File: config.mk
export PLATFORM = sky130hd
export DESIGN_NAME = fetch_stage
export DESIGN_NICKNAME = d
export VERILOG_FILES = /design/src/rtl/fetch_stage.sv
export SDC_FILE = /design/constraint.sdc
export NUM_CORES = 1
export LEC_CHECK = 0
export CAP_MARGIN = 20
export CORE_UTILIZATION = 54
export CTS_BUF_LIST = sky130_fd_sc_hd__clkbuf_2
export DETAILED_ROUTE_END_ITERATION = 7
export PLACE_DENSITY = 0.93
export SLEW_MARGIN = 20
export SYNTH_ARGS = -nofsm -noshare
export SYNTH_HDL_FRONTEND = slang
export SYNTH_SLANG_ARGS = --single-unit
File: constraint.sdc
create_clock -name clock -period 3.1 [get_ports clock]
set_input_delay 0.62 -clock clock [delete_from_list [all_inputs] [get_ports clock]]
set_output_delay 0.62 -clock clock [all_outputs]
set_load 0.02 [all_outputs]
File: src/rtl/fetch_stage.sv
// Instruction-fetch stage: PC register, instruction-memory request handshake,
// one-entry fetch buffer and the IF/ID pipeline register.
// Build option: define BRANCH_DELAY_SLOT_EN to keep the sequential successor
// of a taken branch (MIPS delay slot) instead of flushing it.
//
// state | meaning
// ------+------------------------------------------------------------------
// IDLE  | first cycle after reset, no request issued
// REQ   | request at pc outstanding, words flow straight into IF/ID
// DRAIN | stale request (issued before a redirect) must still be accepted
// FULL  | word fetched while decode stalled, parked in the buffer
module fetch_stage #(
    parameter logic [31:0] RESET_PC  = 32'h0000_0000,
    parameter logic [31:0] NOP_INSTR = 32'h0000_0000
) (
    input  logic        clock,
    input  logic        reset,
    input  logic        pc_write,
    input  logic        branch_taken,
    input  logic [31:0] branch_target,
    output logic        imem_req,
    output logic [31:0] imem_addr,
    input  logic        imem_ready,
    input  logic [31:0] imem_rdata,
    output logic [31:0] if_id_instr,
    output logic [31:0] if_id_pc4,
    output logic        if_id_valid,
    output logic        fetch_stall
);

    typedef enum logic [1:0] {
        S_IDLE  = 2'd0,
        S_REQ   = 2'd1,
        S_DRAIN = 2'd2,
        S_FULL  = 2'd3
    } state_t;

    state_t      state_q, state_d;
    logic [31:0] pc_q, pc_d;
    logic [31:0] drain_addr_q, drain_addr_d;
    logic [31:0] buf_instr_q, buf_instr_d;
    logic [31:0] buf_pc4_q, buf_pc4_d;
    logic [31:0] if_id_instr_q, if_id_instr_d;
    logic [31:0] if_id_pc4_q, if_id_pc4_d;
    logic        if_id_valid_q, if_id_valid_d;

    logic        req_state;
    logic        accept;
    logic        redir;
    logic [31:0] pc_plus4;
    logic [31:0] target_aligned;

    // Request is held high in REQ and DRAIN; DRAIN presents the stale address.
    assign req_state      = (state_q == S_REQ) || (state_q == S_DRAIN);
    assign imem_req       = req_state;
    assign imem_addr      = (state_q == S_DRAIN) ? drain_addr_q : pc_q;
    assign accept         = req_state & imem_ready;
    assign redir          = branch_taken & pc_write;
    assign pc_plus4       = pc_q + 32'd4;
    assign target_aligned = {branch_target[31:2], 2'b00};

    assign if_id_instr = if_id_instr_q;
    assign if_id_pc4   = if_id_pc4_q;
    assign if_id_valid = if_id_valid_q;

    // Next-state, PC, buffer and IF/ID update; fetch_stall flags a memory bubble.
    always_comb begin
        state_d       = state_q;
        pc_d          = pc_q;
        drain_addr_d  = drain_addr_q;
        buf_instr_d   = buf_instr_q;
        buf_pc4_d     = buf_pc4_q;
        if_id_instr_d = if_id_instr_q;
        if_id_pc4_d   = if_id_pc4_q;
        if_id_valid_d = if_id_valid_q;
        fetch_stall   = 1'b0;

        case (state_q)
            S_IDLE: state_d = S_REQ;

            S_REQ: begin
                if (redir) begin
                    pc_d = target_aligned;
`ifdef BRANCH_DELAY_SLOT_EN
                    if (accept) begin
                        if_id_instr_d = imem_rdata;
                        if_id_pc4_d   = pc_plus4;
                        if_id_valid_d = 1'b1;
                    end else begin
                        if_id_instr_d = NOP_INSTR;
                        if_id_pc4_d   = 32'd0;
                        if_id_valid_d = 1'b0;
                        drain_addr_d  = pc_q;
                        state_d       = S_DRAIN;
                    end
`else
                    if_id_instr_d = NOP_INSTR;
                    if_id_pc4_d   = 32'd0;
                    if_id_valid_d = 1'b0;
                    if (!accept) begin
                        drain_addr_d = pc_q;
                        state_d      = S_DRAIN;
                    end
`endif
                end else if (accept) begin
                    pc_d = pc_plus4;
                    if (pc_write) begin
                        if_id_instr_d = imem_rdata;
                        if_id_pc4_d   = pc_plus4;
                        if_id_valid_d = 1'b1;
                    end else begin
                        buf_instr_d = imem_rdata;
                        buf_pc4_d   = pc_plus4;
                        state_d     = S_FULL;
                    end
                end else if (pc_write) begin
                    if_id_instr_d = NOP_INSTR;
                    if_id_pc4_d   = 32'd0;
                    if_id_valid_d = 1'b0;
                    fetch_stall   = 1'b1;
                end
            end

            S_DRAIN: begin
                if (redir) begin
                    pc_d = target_aligned;
                end
`ifdef BRANCH_DELAY_SLOT_EN
                // The drained word is the delay slot: deliver or park it.
                if (accept) begin
                    state_d = S_REQ;
                    if (pc_write) begin
                        if_id_instr_d = imem_rdata;
                        if_id_pc4_d   = drain_addr_q + 32'd4;
                        if_id_valid_d = 1'b1;
                    end else begin
                        buf_instr_d = imem_rdata;
                        buf_pc4_d   = drain_addr_q + 32'd4;
                        state_d     = S_FULL;
                    end
                end else if (pc_write) begin
                    if_id_instr_d = NOP_INSTR;
                    if_id_pc4_d   = 32'd0;
                    if_id_valid_d = 1'b0;
                end
`else
                if (pc_write) begin
                    if_id_instr_d = NOP_INSTR;
                    if_id_pc4_d   = 32'd0;
                    if_id_valid_d = 1'b0;
                end
                if (accept) begin
                    state_d = S_REQ;
                end
`endif
            end

            S_FULL: begin
                if (pc_write) begin
                    state_d = S_REQ;
                    if (redir) begin
                        pc_d = target_aligned;
                    end
`ifdef BRANCH_DELAY_SLOT_EN
                    if_id_instr_d = buf_instr_q;
                    if_id_pc4_d   = buf_pc4_q;
                    if_id_valid_d = 1'b1;
`else
                    if (redir) begin
                        if_id_instr_d = NOP_INSTR;
                        if_id_pc4_d   = 32'd0;
                        if_id_valid_d = 1'b0;
                    end else begin
                        if_id_instr_d = buf_instr_q;
                        if_id_pc4_d   = buf_pc4_q;
                        if_id_valid_d = 1'b1;
                    end
`endif
                end
            end

            default: state_d = S_IDLE;
        endcase
    end

    // State registers with asynchronous active-low reset.
    always_ff @(posedge clock or negedge reset) begin
        if (!reset) begin
            state_q       <= S_IDLE;
            pc_q          <= {RESET_PC[31:2], 2'b00};
            drain_addr_q  <= 32'd0;
            buf_instr_q   <= NOP_INSTR;
            buf_pc4_q     <= 32'd0;
            if_id_instr_q <= NOP_INSTR;
            if_id_pc4_q   <= 32'd0;
            if_id_valid_q <= 1'b0;
        end else begin
            state_q       <= state_d;
            pc_q          <= pc_d;
            drain_addr_q  <= drain_addr_d;
            buf_instr_q   <= buf_instr_d;
            buf_pc4_q     <= buf_pc4_d;
            if_id_instr_q <= if_id_instr_d;
            if_id_pc4_q   <= if_id_pc4_d;
            if_id_valid_q <= if_id_valid_d;
        end
    end

endmodule

==> out/qor.csv, run 1 <==
metric;value;unit
worst_path_largest_cell_delay;0.47;ns
antenna_found_initial;0;
grt_max_degree;88;
via_per_inst;6.041;
total_leakage_power;4.530;nW
hold_path_class;input port to register;
synth_most_common_cell;dfrtp_1;
final_max_slew_viol_count;0;
dp_slack;0.3393;ns
p_clk_share;11.4;%
grt_first_pass_wirelength;36920;um
cts.sinks;189;
p_sw;0.004764;W
synth-main-ff-cell;dfrtp_1;
tritoncts;built;
tightest_slew;0.8318;ns
worst_ep_arrival_time;2.38;ns
nets;1052;
dp_hpwl;15550;um
num_rows;46;
gr-total-overflow;0;
start_kind;register;
synth.top_cell.area_share;53.25;%
coreArea;15940;sq um
final.setup_skew;0.03460;ns
start_util;55.71;%
rsz0062_at_grt;true;
io_pins;168;
async_reset_ff_share;100.0;%
postPlaceCellArea;10770;sq um
ys_top_cells_by_count;189 x dfrtp_1, 113 x o21ai_0, 106 x nand2_1;
synth.cell_area;8882;sq um
path_cells;inv_2 > ha_4 > buf_16 > mux2_2 > dlygate4sd2_1;
vdd_drop_max;0.0005653;V
die_area;16970;sq um
yosysUniqueCellTypes;50;
p_comb_share;48.7;%
relSlewSlack;44.41;%
power_density;1009;nW/um^2
clk_latency;0.76;ns
final_cell_count_no_fill;1206;
yosysSeqAreaShare;53.25;%
drc;0;
postSynthCellCount;836;
drt_iter0_markers;601;
holdWs;0.4003;ns
drv_cap;0;
grt_pass1_vias;7289;
design_area;11020;sq um
setup_viol;0;
p_seq_share;39.9;%
cp_max_fo;17;
period_needed;2.998;ns
synthTopCellsByArea;dfrtp_1 53%, mux2_2 11%, o21ai_0 6.4%, a22oi_1 5.1%, nand2_1 4.5%;
setup_slack;0.1024;ns
port-buffer-count;163;
die_x;130.3;um
crit_required;2.48;ns
clock_path_buffers;2;
gp_congestion;0.8713;
drt_pass1_iterations;5;
synth_edf_count;0;
routed_wl;23110;um
yosys.area.top_type;dfrtp_1;
status;finished, final reports clean;
crit_slowest_cell;dfrtp_2;
netSwitchingFraction;42.84;%
ys_warn_count;0;
p_int;0.006356;W
syn_to_final_growth;24.09;%
dp_cells;1171;
fp.dieH;130.3;um
post-route-period-util;96.70;%
avgSynthCellArea;10.62;sq um
crit_type;register to output pin;
vias;7285;
cts_buffers;17;
htree_num_levels;4;
ant_nets;0;
nFillCells;1193;
hold_viol;0;
cts_root_buf;clkbuf_2;
drive_gt1_share;17.58;%
wl_per_cell;19.16;um
ys_ff_latch;189;
diodes;0;
fmax;0.3336;GHz
grt_use_total;28.55;%
path_clk_slew;0.27;ns
end_kind;output pin;
[worst paths after layout]
kind                            depth (start not counted)  slack, ns                      from                      endpoint
worst max-delay path                                    5       0.10    state_q[0]$_DFFE_PN0P_                 imem_addr[21]
worst min-delay path                                    3       0.40         branch_target[13]          pc_q[13]$_DFFE_PN0P_
worst max register to register                          8       0.57    state_q[0]$_DFFE_PN0P_     if_id_pc4[16]$_DFFE_PN0P_
worst min register to register                          2       0.51  if_id_pc4[6]$_DFFE_PN0P_      if_id_pc4[6]$_DFFE_PN0P_
max in group asynchronous                               3       1.90                     reset        state_q[0]$_DFFE_PN0P_
min in group asynchronous                               2       0.43                     reset  drain_addr_q[24]$_DFFE_PN0P_
[repair_timing]
action	CTS	global route
hold endpoints to repair	85	0
hold buffers	1	0
cloned	1	0
setup endpoints to repair	32	27
setup buffers	2	0
resized for setup	35	37
[per-layer routing]
layer  vias up  part of all wire [%]  track usage [%]
met2       352                    49            48.28
met5         -                     0                0
met1      3550                    39            33.74
met4         0                   3.7            14.02
met3        70                   8.1            7.544
li1       3313                     -                -
[stage by stage]
step	util, %	power [W]	TNS, ns
2_1_floorplan	-	0.007754	0
6_report	69.13	0.01112	0
4_1_cts	69.24	0.01112	0
3_3_place_gp	67.52	0.009665	0
5_1_grt	69.13	0.01185	-0.008878
3_5_place_dp	67.56	0.009987	0
[power groups by stage]
stage	Sequential, W	Clock, W	Combinational (W)
2_1_floorplan	0.00444	0	0.00331
3_3_place_gp	0.00440	0	0.00527
3_5_place_dp	0.00449	0	0.00549
4_1_cts	0.00442	0.00130	0.00540
5_1_grt	0.00458	0.00140	0.00588
6_report	0.00443	0.00127	0.00542
[logic make-up (layout without fill, tap and decap cells)]
group           Yosys count  in the layout  share of synthesized area, %
buf+inv                  73            226                         3.606
flops                   189            189                         53.25
fa+ha+maj                 5              5                        0.7043
mux                      90             90                         11.40
xor+xnor                 28             28                         2.761
simple gates            197            197                         10.73
other cells               1              2                       0.04222
compound gates          253            253                         17.51
[state kept, by name (all words and copies together) (netlist names)]
| register | flops |
|---|---|
| if_id_valid | 1 |
| buf_instr_q | 32 |
| pc_q | 30 |
| buf_pc4_q | 30 |
| drain_addr_q | 30 |
| if_id_instr | 32 |
| if_id_pc4 | 32 |
| state_q | 2 |
[area by class of cell]
class	instances	area [sq um]	share of cell area, %
clock buffers	20	100.1	0.9082
clock inverters	11	143.9	1.305
inverters	7	26.28	0.2384
multi-input cells	575	3886	35.26
flip-flops and latches	189	4731	42.92
well taps	216	270.3	2.452
repair buffers	188	1864	16.91
[worst max-delay path, delay by kind of cell, from the launching register on]
kind / cells / cell delay (ns)
mux: 1 / 0.34
fa+ha+maj: 1 / 0.21
flops: 1 / 0.47
buf+inv: 3 / 0.61
[layout by cell type, fill, tap and decap left out, types with 3 or more instances in the layout]
cell / count
a211oi_1: 3
a21o_1: 3
a21oi_1: 31
a22oi_1: 60
a2bb2oi_1: 8
a31oi_1: 4
and2_1: 3
and3_1: 3
and4_1: 5
buf_12: 6
buf_4: 17
bufinv_16: 3
clkbuf_2: 30
clkdlybuf4s15_1: 16
clkdlybuf4s50_1: 131
clkinvlp_4: 3
dfrtp_1: 188
dlygate4sd2_1: 5
ha_1: 4
inv_1: 6
mux2_2: 89
nand2_1: 106
nand3_1: 22
nand4_1: 13
nor2_1: 25
nor2_2: 3
nor3_1: 4
o21ai_0: 113
o221ai_1: 3
o22ai_1: 10
xnor2_1: 9
xor2_1: 19
(Power assumes the default switching activity.)
==> run 2, diff against run 1 <==
CTS_CLUSTER_DIAMETER = 120   (was default)
==> results of run 2 <==
Same layout as run 1: the final DEF is identical, and so are final timing and power.
==> run 3, diff against run 2 <==
CORE_MARGIN = 5   (was default)
SLEW_MARGIN = default   (was 20)
==> out/qor.csv, run 3 (same netlist as run 1, synthesis figures left out) <==
metric;value;unit;change
status;finished, final reports clean;;
grt_pass1_vias;7257;;-0.44%
wl_per_cell;19.29;um;+0.67%
io_pins;168;;unchanged
crit_required;2.48;ns;about the same
drt_iter0_markers;610;;+1.5%
grt_max_degree;83;;-5.7%
fp.dieH;138.3;um;+6.1%
cts_buffers;17;;unchanged
power_density;991.4;nW/um^2;-1.7%
power;0.01089;W;-2.1%
ant_nets;0;;unchanged
crit_type;register to output pin;;
setup_viol;0;;unchanged
worst_ep_arrival_time;2.36;ns;-0.02 ns
final.setup_skew;0.03814;ns;+0.003545 ns
dp_hpwl;16010;um;+3.0%
netSwitchingFraction;44.09;%;+1.2 points
total_leakage_power;4.533;nW;about the same
diodes;0;;unchanged
nets;1058;;+0.57%
timing.rr.end;pc_q[29]$_DFFE_PN0P_;;
reg2reg_depth;8;;unchanged
tightest_slew;0.7330;ns;-0.09887 ns
rsz0062_at_grt;false;;
via_per_inst;5.993;;-0.78%
relSlewSlack;51.14;%;+6.7 points
p_clk_share;10.2;%;-1.2 points
drc;0;;unchanged
path_clk_slew;0.28;ns;about the same
coreArea;16000;sq um;+0.36%
critPathBufInv;4;;+1
gr-total-overflow;0;;unchanged
p_comb_share;49.3;%;+0.6 points
vdd_drop_max;0.0005415;V;-4.2%
crit_slowest_cell;dfrtp_2;;
drive_gt1_share;19.56;%;+2.0 points
fmax;0.3359;GHz;+0.69%
path_cells;inv_2 > ha_4 > buf_4 > buf_12 > mux2_2 > clkbuf_2;;
period_needed;2.977;ns;-0.02041 ns
gr-usage-met2;39.67;%;-8.6 points
post-route-period-util;96.04;%;-0.66 points
die_x;138.3;um;+6.1%
drt_pass1_iterations;5;;unchanged
p_int;0.006089;W;-4.2%
clock_path_buffers;2;;unchanged
worst_path_largest_cell_delay;0.48;ns;about the same
tritoncts;built;;
layout_commonest_cell;dfrtp_1;;
cts.sinks;189;;unchanged
htree_num_levels;4;;unchanged
p_seq_share;40.5;%;+0.6 points
gp_congestion;0.8859;;+1.7%
routed_wl;23400;um;+1.3%
syn_to_final_growth;23.68;%;
final_max_slew_viol_count;0;;unchanged
final_cell_mix;187 x dfrtp_1, 131 x clkdlybuf4s50_1, 113 x o21ai_0, 106 x nand2_1, 89 x mux2_2;;
use_met3;5.724;%;-1.8 points
num_rows;46;;unchanged
clk_latency;0.76;ns;about the same
cp_max_fo;13;;-4
die_area;19110;sq um;+13%
grt_use_total;24.72;%;-3.8 points
vias;7270;;-0.21%
cts_root_buf;clkbuf_2;;
end_kind;output pin;;
start_kind;register;;
grt_first_pass_wirelength;38780;um;+5.0%
p_sw;0.004802;W;+0.79%
holdWs;0.3826;ns;-0.01778 ns
reg2reg_from;state_q[1]$_DFFE_PN0P_;;
hold_path_class;input port to asynchronous set/reset pin;;
top_usage_layer;met2;;
drv_cap;0;;unchanged
hold_viol;0;;unchanged
final.setup.tns;0;ns;unchanged
start_util;55.51;%;-0.20 points
port-buffer-count;163;;unchanged
crit_family;buffers and inverters;;
antenna_found_initial;2;;+2
r2r_slack;0.68;ns;+0.11 ns
use_met1;33.55;%;-0.20 points
## run 3: cell types whose count changed in the layout (fill, tap and decap cells not counted), moves of 3 or more
| cell | change |
|---|---|
| buf_4 | +5 |
| bufinv_16 | -3 |
| clkbuf_2 | +5 |
| clkdlybuf4s15_1 | -16 |
| dlygate4sd2_1 | +4 |
## run 3: metal layers
layer,wire length [um],up-vias
met4,469,4
li1,-,3324
met3,1630,41
met1,9952,3567
met2,11320,334
met5,25,-
## run 3: power by group through the flow
stage / clock network, W / logic [W] / registers (W)
after CTS: 0.00114 / 0.00546 / 0.00439
final: 0.00111 / 0.00537 / 0.00441
after global routing: 0.00125 / 0.00586 / 0.00455
after floorplan: 0 / 0.00331 / 0.00444
after global placement: 0 / 0.00528 / 0.00437
after detailed placement: 0 / 0.00550 / 0.00446
## run 3: worst max path at each step
stage / to / from / depth (start not counted)
5_1_grt: fetch_stall / state_q[1]$_DFFE_PN0P_ / 6
4_1_cts: imem_addr[3] / state_q[0]$_DFFE_PN0P_ / 6
6_report: imem_addr[3] / state_q[0]$_DFFE_PN0P_ / 6
2_1_floorplan: imem_addr[16] / state_q[0]$_DFFE_PN0P_ / 5
3_5_place_dp: fetch_stall / imem_ready / 5
3_3_place_gp: if_id_pc4[17]$_DFFE_PN0P_ / branch_taken / 6
## run 3: area by class of cell
type	count	area, sq um
clock buffers	17	85.08
clock inverters	15	117.6
fillers	1231	5015
inverters	7	26.28
multi-input cells	575	3886
flip-flops and latches	189	4732
well taps	216	270.3
repair buffers	194	1868
## run 3: what timing repair did
item | 4_1_cts | 5_1_grt
resized for setup | 62 | 23
endpoints found under the hold margin | 68 | 0
endpoints found under the setup margin | 32 | 22
gates cloned | 1 | 0
hold buffers | 1 | 0
setup buffers | 6 | 0
pin swaps | 1 | 0
## run 3: per-stage QoR
step	worst slack (ns)	cell area, sq um	utilization, %	instances
final	0.1229	10990	68.66	1213
after detailed placement	0.2617	10790	67.42	1173
after CTS	-0.01788	11080	69.28	1213
after global routing	0.01233	10990	68.66	1213
after floorplan	0.6844	8886	-	837
after global placement	0.2552	10760	67.25	1172
## run 3: worst reg2reg max path: cells and delay by family (launching register included)
kind / cells / cell delay, ns
AOI/OAI and AO/OA: 5 / 1.05
adders and majority gates: 1 / 0.31
buffers and inverters: 2 / 0.48
DFF: 1 / 0.51
==> edit: new RTL, flow settings as in run 1 <==
Re-encode `state_t` (4 states) as one-hot, 4 bits wide.
--- a/src/rtl/fetch_stage.sv
+++ b/src/rtl/fetch_stage.sv
@@ -28,11 +28,11 @@
     output logic        fetch_stall
 );
 
-    typedef enum logic [1:0] {
-        S_IDLE  = 2'd0,
-        S_REQ   = 2'd1,
-        S_DRAIN = 2'd2,
-        S_FULL  = 2'd3
+    typedef enum logic [3:0] {
+        S_IDLE  = 4'b0001,
+        S_REQ   = 4'b0010,
+        S_DRAIN = 4'b0100,
+        S_FULL  = 4'b1000
     } state_t;
 
     state_t      state_q, state_d;
Function: same outputs for any inputs over 4 cycles, from zero or initial values and one cycle with reset low; so few cycles prove little.
==> edit against run 1 <==
- worst setup slack got worse by 80 ps
- total power decreased by 10%
- wire length increased by 4.4%
- clock skew increased by 0.99 ps
- maximum frequency decreased by 2.6%
- final area increased by 2.9%
- sequential cell count increased by 2
- area after synthesis increased by 3.5%
- critical path type unchanged
- critical endpoint is now imem_addr[2]
- largest power group is now registers
- highest routed layer unchanged
==> edit: results (changes against run 1) <==
* Clock latency on the worst-skew pair at 820 ps (was 760 ps)
* Max frequency at 324.9 MHz (was 333.6 MHz)
* RR Startpoint: pc_q[4]$_DFFE_PN0P_ (was state_q[0]$_DFFE_PN0P_)
* Complex-gate fraction of the synthesized area at 17.27% (was 17.51%)
* Largest net degree at the start of global routing at 91 (was 88)
* Synth Area in Adders at 0.1361% (was 0.7043%)
* Post-DP HPWL at 16100 um (was 15550 um)
* Port Buf Inserts at 163 (unchanged)
* Via-to-Cell Ratio at 6.214 (was 6.041)
* Crit-path max cell delay at 440 ps (was 470 ps)
* Inst Count DP at 1216 (was 1171)
* Critical Path Source: state_q[1]$_DFFE_PN0P_ (was state_q[0]$_DFFE_PN0P_)
* GRT Total Usage at 27.95% (was 28.55%)
* Initial antenna violation count at 1 (was 0)
* Clock Skews at 35.59 ps (was 34.60 ps)
* Sw frac at 42.32% (was 42.84%)
* Wire length of the first global-routing pass at 38680 um (was 36920 um)
* Net total in the final layout at 1094 (was 1052)
* Layout cells sized above 1 at 19.77% (was 17.58%)
* Synth area leaders: dfrtp_1 (52%), mux2_2 (11%), o21ai_0 (5.7%) (was dfrtp_1 (53%), mux2_2 (11%), o21ai_0 (6.4%))
* Avg Inst Size Synth at 10.42 um^2 (was 10.62 um^2)
* Combinational power at 0.00434 W (was 0.00542 W)
* Seq/Total Area, Yosys at 52.01% (was 53.25%)
* Gp weighted congestion at 0.9087 (was 0.8713)
* Multiplexer area fraction after synthesis at 11.12% (was 11.40%)
* Number of global-route vias before repair at 7570 (was 7289)
* Clk slew on worst S/H paths at 310 ps (was 270 ps)
* Clock group power at 0.00118 W (was 0.00127 W)
* Status: complete, no violations (unchanged)
* Placed cell area at 0.01107 mm^2 (was 0.01077 mm^2)
* Peak VDD IR at 0.0004774 V (was 0.0005653 V)
* Worst R2R Path Depth at 5 (was 8)
* Post-Synth XOR/XNOR Area at 3.049% (was 2.761%)
* Drt wl/cell at 19.17 um (was 19.16 um)
* Worst hold path class: in2async (was in2reg)
* Arr. time, crit path at 2460 ps (was 2380 ps)
* Pre-CTS setup slack at 217.7 ps (was 339.3 ps)
* Min Hold Slack at 350.0 ps (was 400.3 ps)
* Pwr dens at 878.8 mW/mm^2 (was 1009 mW/mm^2)
* First-pass DRT Iterations at 7 (was 5)
* R2R setup slack at 540 ps (was 570 ps)
* Relative slew margins at 33.24% (was 44.41%)
* Vias at 7817 (was 7285)
* Fill cells at 1211 (was 1193)
* Synth cell count leaders: dfrtp_1 (190), nand2_1 (118), o21ai_0 (105) (was dfrtp_1 (189), o21ai_0 (113), nand2_1 (106))
* Synth cell types at 62 (was 50)
* Max FO, Critical Path at 13 (was 17)
* Drt first-iter violations at 717 (was 601)
* CP max stage cell: dfrtp_1 (was dfrtp_2)
* R2r endpoint: buf_pc4_q[17]$_DFFE_PN0P_ (was if_id_pc4[16]$_DFFE_PN0P_)
* CTS buffer count at 17 (unchanged)
* Leak pwr at 4.800 nW (was 4.530 nW)
* Capture point of the worst path: imem_addr[2] (was imem_addr[21])
edit: cell type report:
cell class / instances / area [um^2] / share of cell area (%)
diodes: 1 / 2.502 / 0.02207
clock buffers: 17 / 85.08 / 0.7504
clock inverters: 15 / 125.1 / 1.104
inverters: 10 / 37.54 / 0.3311
multi-input cells: 605 / 4105 / 36.21
flip-flops and latches: 191 / 4782 / 42.18
well taps: 220 / 275.3 / 2.428
repair buffers: 199 / 1926 / 16.98
edit: timing repair:
action	4_1_cts	5_1_grt
resized for setup	105	46
endpoints found under the hold margin	73	0
cloned	0	2
setup endpoints to repair	32	21
setup buffers	3	3
hold buffers	1	0
edit: metal layers:
layer | share of wire, % | routed length (um) | vias to the layer above | global-route usage, %
met1 | 39 | 9525 | 3783 | 37.11
li1 | - | - | 3471 | -
met4 | 3.4 | 815 | 0 | 11.69
met5 | 0 | 0 | - | 0
met3 | 9.7 | 2350 | 81 | 7.050
met2 | 47 | 11430 | 482 | 43.92
